===== src/rtl/fifo_rdport_if.sv =====
// Valid/ready word stream leaving the FIFO read side.
// The master presents words; the slave accepts them with ready.
interface fifo_rdport_if #(
  parameter int DATASIZE = 8
) ();

  logic                valid;
  logic [DATASIZE-1:0] data;
  logic                ready;

  modport master (
    output valid,
    output data,
    input  ready
  );

  modport slave (
    input  valid,
    input  data,
    output ready
  );

endinterface


===== src/rtl/fifo_rdport.sv =====
// FIFO read-side controller: owns rptr, hides the registered memory read
// and presents stored words as a first-word-fall-through stream.
module fifo_rdport #(
  parameter int DATASIZE = 8,
  parameter int ADDRSIZE = 4
) (
  input  logic                clk,
  input  logic                rst,
  input  logic [ADDRSIZE:0]   wptr,
  output logic [ADDRSIZE-1:0] raddr,
  input  logic [DATASIZE-1:0] rdata,
  output logic [ADDRSIZE:0]   rptr,
  output logic                rempty,
  fifo_rdport_if.master       m
);

  typedef enum logic [1:0] {
    EMPTY = 2'd0,
    ONE   = 2'd1,
    TWO   = 2'd2
  } state_t;

  localparam logic [ADDRSIZE:0] PTR_ONE = 1;

  state_t              state;
  logic [DATASIZE-1:0] head;
  logic [DATASIZE-1:0] skid;
  logic                valid;
  logic                infl;
  logic [ADDRSIZE:0]   rptr_q;

  logic                pop;
  logic                issue;
  logic [1:0]          occ;
  logic [2:0]          lvl;

  assign occ    = state;
  assign pop    = valid && m.ready;
  assign rempty = (rptr_q == wptr);

  // Words held or arriving after this cycle's pop; must stay below 2.
  assign lvl   = {1'b0, occ} + {2'b00, infl} - {2'b00, pop};
  assign issue = !rempty && (lvl < 3'd2);

  assign rptr    = rptr_q;
  assign raddr   = rptr_q[ADDRSIZE-1:0];
  assign m.valid = valid;
  assign m.data  = head;

  always_ff @(posedge clk) begin
    if (rst) begin
      rptr_q <= '0;
      infl   <= 1'b0;
      state  <= EMPTY;
      head   <= '0;
      skid   <= '0;
      valid  <= 1'b0;
    end else begin
      infl <= issue;
      if (issue) begin
        rptr_q <= rptr_q + PTR_ONE;
      end
      unique case (state)
        EMPTY: begin
          if (infl) begin
            head  <= rdata;
            valid <= 1'b1;
            state <= ONE;
          end
        end
        ONE: begin
          if (infl && !pop) begin
            skid  <= rdata;
            state <= TWO;
          end else if (infl && pop) begin
            head <= rdata;
          end else if (pop) begin
            valid <= 1'b0;
            state <= EMPTY;
          end
        end
        TWO: begin
          if (pop) begin
            head <= skid;
            if (infl) begin
              skid <= rdata;
            end else begin
              state <= ONE;
            end
          end
        end
        default: begin
          valid <= 1'b0;
          state <= EMPTY;
        end
      endcase
    end
  end

  // A full buffer can never receive an arrival without draining one word.
  a_no_overflow: assert property (
    @(posedge clk) disable iff (rst)
      !(state == TWO && infl && !pop)
  );

endmodule


===== src/flat_wrapper.sv =====
// flat-port wrapper written by rule: the top's interface ports become plain ports
module fifo_rdport_flat 
#(
  parameter int DATASIZE = 8,
  parameter int ADDRSIZE = 4
)
  (clk, rst, wptr, raddr, rdata, rptr, rempty, m_valid, m_data, m_ready);
  fifo_rdport_if #(.DATASIZE(DATASIZE)) m_i ();
  input  logic clk;
  input  logic rst;
  input  logic [ADDRSIZE:0] wptr;
  output logic [ADDRSIZE-1:0] raddr;
  input  logic [DATASIZE-1:0] rdata;
  output logic [ADDRSIZE:0] rptr;
  output logic rempty;
  output wire logic [$bits(m_i.valid)-1:0] m_valid;
  output wire logic [$bits(m_i.data)-1:0] m_data;
  input wire logic [$bits(m_i.ready)-1:0] m_ready;
  assign m_valid = m_i.valid;
  assign m_data = m_i.data;
  assign m_i.ready = m_ready;
  fifo_rdport #(.DATASIZE(DATASIZE), .ADDRSIZE(ADDRSIZE)) u_core (.clk(clk), .rst(rst), .wptr(wptr), .raddr(raddr), .rdata(rdata), .rptr(rptr), .rempty(rempty), .m(m_i));
endmodule

===== config.mk =====
export PLATFORM = sky130hd
export DESIGN_NAME = fifo_rdport_flat
export DESIGN_NICKNAME = d
export VERILOG_FILES = /design/src/rtl/fifo_rdport_if.sv /design/src/rtl/fifo_rdport.sv /design/src/flat_wrapper.sv
export SDC_FILE = /design/constraint.sdc
export NUM_CORES = 1
export LEC_CHECK = 0
export CORE_MARGIN = 2
export CORE_UTILIZATION = 43
export CTS_CLUSTER_DIAMETER = 30
export CTS_CLUSTER_SIZE = 28
export DETAILED_ROUTE_END_ITERATION = 10
export PLACE_DENSITY = 0.75
export SYNTH_ARGS = -nofsm -noshare
export SYNTH_HDL_FRONTEND = slang
export SYNTH_SLANG_ARGS = --single-unit

===== constraint.sdc =====
create_clock -name clk -period 2.44 [get_ports clk]
set_input_delay 0.488 -clock clk [delete_from_list [all_inputs] [get_ports clk]]
set_output_delay 0.488 -clock clk [all_outputs]
set_load 0.03 [all_outputs]

* Yosys cells after proc, flatten, opt, wreduce, memory -nomap -nowiden *
Cells that the tools add are included.

storage, ports and cells
  register bits = 25
  input bits = 16
  output and inout bits = 19
  logic and storage cells = 58

operators by class
  add/subtract/negate cells = 3
  $lt $le $gt $ge = 1
  eq/ne operators = 14
  muxes and demuxes = 20
  bitwise logic cells = 1
  reductions and logical operators = 13

operators by type and width
  operator             count
  $mux 8               6
  $pmux 8 s3           1
  $pmux 8 s2           1
  $reduce_and 5->1     3
  $mux 2               6
  $ne 2x1->1 const B   6
  $ne 2x2->1 const B   3
  $pmux 2 s3           1
  $add 5x1->5 const B  1
  $eq 5x5->1           1
  $logic_and 1x1->1    4
  $mux 1               4
  $reduce_and 4->1     1
  $add 2x1->3          1
  $lt 3x2->1 const B   1
  $ne 3x1->1 const B   1
  $ne 3x2->1 const B   1
  $pmux 1 s3           1
  $reduce_bool 3->1    1
  $sub 3x1->3          1
  $eq 2x1->1 const B   1
  $eq 2x2->1 const B   1
  $logic_not 1->1      2
  $logic_not 2->1      1
  other kinds (2)      2

* Logic depth before layout (Yosys ltp) *
  word-level depth = 5
  mapped depth = 8

* Least setup slack after synthesis *
OpenSTA, ideal clock, no wires.

  path type = register -> register
  start point = reg u_core.valid, in the netlist u_core.m.valid
  end point = reg u_core.rptr_q[3], in the netlist u_core.rptr[3]
  data arrival time = 2.407 ns
  path slack = -0.088 ns
  stages on the path, launching flop included = 9
  buffers on the path = 0
  clock period less this slack = 2.528 ns
  cells stage by stage = dfxtp_1 -> nand2_1 -> ha_1 -> nand2b_1 -> fa_1 -> xnor2_1 -> nand2_1 -> a211oi_1 -> mux2_2

on the way
  word-level cells in the longest chain between the ends = 4

ends and longest elaborated chain
  what                    line               text
  from (decl)             fifo_rdport.sv:28  logic valid;
  from (signal assigned)  fifo_rdport.sv:57  valid <= 1'b0;
  from (signal assigned)  fifo_rdport.sv:67  valid <= 1'b1;
  from (signal assigned)  fifo_rdport.sv:78  valid <= 1'b0;
  $logic_and 1x1->1       fifo_rdport.sv:38  assign pop = valid && m.ready;
  $sub 3x1->3             fifo_rdport.sv:42  assign lvl = {1'b0, occ} + {2'b00, infl} - {2'b00, pop};
  $lt 3x2->1              fifo_rdport.sv:43  assign issue = !rempty && (lvl < 3'd2);
  $logic_and 1x1->1       fifo_rdport.sv:43
  to (signal assigned)    fifo_rdport.sv:61  rptr_q <= rptr_q + PTR_ONE;
  to (decl)               fifo_rdport.sv:30  logic [ADDRSIZE:0] rptr_q;

Every way passes these cells.
A chain may end at the register's enable or synchronous reset.

* Final worst setup path *
  start point = in wptr[1]
  end point = out rempty

on the way
  word-level cells in the longest chain between the ends = 1

ends and longest elaborated chain
  what         line                text
  from (decl)  flat_wrapper.sv:11  input logic [ADDRSIZE:0] wptr;
  $eq 5x5->1   fifo_rdport.sv:39   assign rempty = (rptr_q == wptr);
  to (decl)    flat_wrapper.sv:15  output logic rempty;

Every way passes these cells.

==> results.cfg <==
[run_status]
outcome = completed

[worst_setup_path]
critical_path_arrival_ps = 1820
r2r.worst_path.cells = 8
critical_path_class = input port to output port
crit_fanout = 5
crit_start = wptr[1]
cp-endpoint = rempty
critPathCaptureType = output port
ff2ff_setup_slack_ps = 210
start_kind = input port
rr_endpoint = u_core.rptr[4]$_SDFFE_PP0P_
required_ps = 1950
timing.rr.start = u_core.m.valid$_SDFFE_PP0P_

[die]
die_h_um = 59.09
start_util_pct = 46.13
row_count = 19
die_area_um2 = 3492
design.core.area_um2 = 2829
pin_count = 35
die_w_um = 59.09

[cts]
clock_path_buffers = 2
hold_buffers = 0
htree_levels = 1
postCtsSetupBuffers = 0
cts_buffers = 3
cts_root_buf = clkbuf_4
clk_latency_ps = 310
cts_sinks = 25
clk_pin_slew_ps = 130
cts_tree = yes

[placement]
place.gp.congestion = 0.7551
place_area_um2 = 1693
port-buffer-count = 34
dp.cells = 198
dp_hpwl_um = 2148

[sta]
worst_pin_slew_ps = 630.9
finalSetupTns_ps = 0
period_needed_ps = 2306
maxSlewHeadroom_pct = 57.94
final-hold-violation-count = 0
fin_crit_sh_pct = 94.50
setup_viol = 0
slew_viol_final = 0
rsz0062_at_grt = no
final.setup_skew_ps = 3.756
fmax_mhz = 433.7

[global_route]
grt_pass1_vias = 1127
grt_pass1_wl_um = 4981
grtUsageTotal_pct = 18.47
grt_antenna_before_repair = 0
overflow = 0
grt_max_degree = 17

[drt]
drc = 0
routed_wl_um = 2880
wl_per_cell_um = 14.26
final_antenna_net_count = 0
num_vias = 1107
dr.pass1.iters = 4
drt-initial-drc-count = 27
routed_via_density = 5.480

[power_and_ir_drop]
vdd.ir_drop.worst_uv = 640.4
seq_power_share_pct = 33.8
clkPwrFrac_pct = 9.4
swShare_pct = 41.17
internal_power_mw = 1.129
p_leak_nw = 0.8140
comb_power_share_pct = 56.9
power_density_nw_per_um2 = 1089
p_total_mw = 1.919
p_sw_mw = 0.7899

[layout]
final_common_cell = clkdlybuf4s50_1
final_cell_mix = clkdlybuf4s50_1 (32), dfxtp_1 (24), mux2i_1 (17)
nNetsFinal = 191
drive_gt1_share_pct = 15.79
fin_cells = 202
diodes = 0
areaGrowthSynthToFinish_pct = 35.00
fin_area_um2 = 1762

[logic_synthesis]
yosysWarnings = 0
syn_nets = 154
ys_ff_latch = 25
synth_area_um2 = 1305
syn_avg_cell_area_um2 = 9.667
synth.distinct_cells = 36
ys_seq_area_share_pct = 38.35
netlist_instances = 135

[hold_path]
hold_path_class = flop to flop
min-delay-start = u_core.skid[6]$_SDFFE_PP0P_
worstHoldPathCells = 2

[job]
drv_cap = 0
synthesized netlist by cell type:
library cell | instances | share of area [%]
dfxtp_1 | 25 | 38
mux2i_1 | 17 | 13
nor2_1 | 14 | 4.0
o311a_1 | 8 | 6.1
buf_4 | 6 | 3.5
o21ai_0 | 6 | 2.3
nand2_1 | 5 | 1.4
nor2b_1 | 5 | 2.4
xor2_1 | 5 | 3.4
a21oi_1 | 4 | 1.5
clkbuf_1 | 3 | 0.86
mux2_2 | 3 | 2.6
nand2b_1 | 3 | 1.4
nand3_1 | 3 | 1.2
a211oi_1 | 2 | 1.2
and3b_1 | 2 | 1.3
buf_2 | 2 | 0.77
ha_1 | 2 | 1.9
inv_1 | 2 | 0.58
o21ai_1 | 2 | 0.77
a2111oi_0 | 1 | 0.67
a21oi_2 | 1 | 0.67
a311o_1 | 1 | 0.77
a311oi_1 | 1 | 0.67
and2_1 | 1 | 0.48
buf_6 | 1 | 0.86
fa_1 | 1 | 1.5
nand3b_1 | 1 | 0.58
nor3_1 | 1 | 0.38
nor3_2 | 1 | 0.77
o21a_1 | 1 | 0.58
o21ba_1 | 1 | 0.77
o21bai_1 | 1 | 0.58
o32a_1 | 1 | 0.77
or3b_1 | 1 | 0.67
xnor2_1 | 1 | 0.67
cell families after synthesis:
| logic type | Yosys count | synth area share [%] |
|---|---|---|
| simple gates | 37 | 14.67 |
| buf+inv | 14 | 6.520 |
| flops | 25 | 38.35 |
| xor+xnor | 6 | 4.027 |
| fa+ha+maj | 3 | 3.451 |
| compound gates | 30 | 17.35 |
| mux | 20 | 15.63 |
state kept, by name (all words and copies together) (netlist names):
signal and cells:
u_core.m.valid 1, u_core.m.data 8, u_core.infl 1, u_core.occ 2, u_core.rptr 5, u_core.skid 8
worst min path at each step:
stage	endpoint	slack [ps]
4_1_cts	u_core.skid[6]$_SDFFE_PP0P_	510
2_1_floorplan	u_core.skid[0]$_SDFFE_PP0P_	460
6_report	u_core.skid[6]$_SDFFE_PP0P_	510
5_1_grt	u_core.m.data[4]$_SDFFE_PP0P_	550
3_3_place_gp	u_core.skid[4]$_SDFFE_PP0P_	480
3_5_place_dp	u_core.skid[6]$_SDFFE_PP0P_	480
critical path: stages:
cell and delay [ps]:
clkdlybuf4s50_1 410, xor2_1 140, nor2_1 350, and2_1 240, buf_4 180
power by group through the flow:
| stage | Sequential, mW | Clock [mW] | Combinational, mW |
|---|---|---|---|
| after global routing | 0.669 | 0.204 | 1.18 |
| after global placement | 0.642 | 0 | 1.01 |
| final | 0.648 | 0.180 | 1.09 |
| after detailed placement | 0.652 | 0 | 1.03 |
| after CTS | 0.649 | 0.188 | 1.09 |
| after floorplan | 0.802 | 0 | 0.524 |
metrics by stage:
step                worst slack, ps  utilization, %  hold WS, ps
detailed placement           -497.2           59.84        483.2
floorplan                     63.47               -        462.7
finish                        134.1           62.27        514.8
global placement             -453.6           59.84        476.4
global route                  50.64           62.27        547.9
CTS                           65.35           62.05        514.6
per-layer routing:
layer | track usage [%] | up-vias | part of all wire, %
li1 | - | 556 | -
met1 | 23.30 | 516 | 47
met2 | 31.75 | 31 | 48
met3 | 2.838 | 4 | 4.6
met4 | 6.818 | 0 | 1.0
met5 | 0 | - | 0
layout make-up:
type                            instances  area (µm²)
Clock buffer                            4       26.28
Multi-Input combinational cell         96       763.2
Tap cell                               31       38.79
Inverter                                2       7.507
Sequential cell                        25       501.7
Timing Repair Buffer                   44       424.2
Fill cell                             258        1067
timing repair:
action	CTS	global route
setup endpoints to repair	4	1
gates resized for setup	9	1
pin swaps	5	0
No activity file was read; power rests on OpenSTA's default activity.
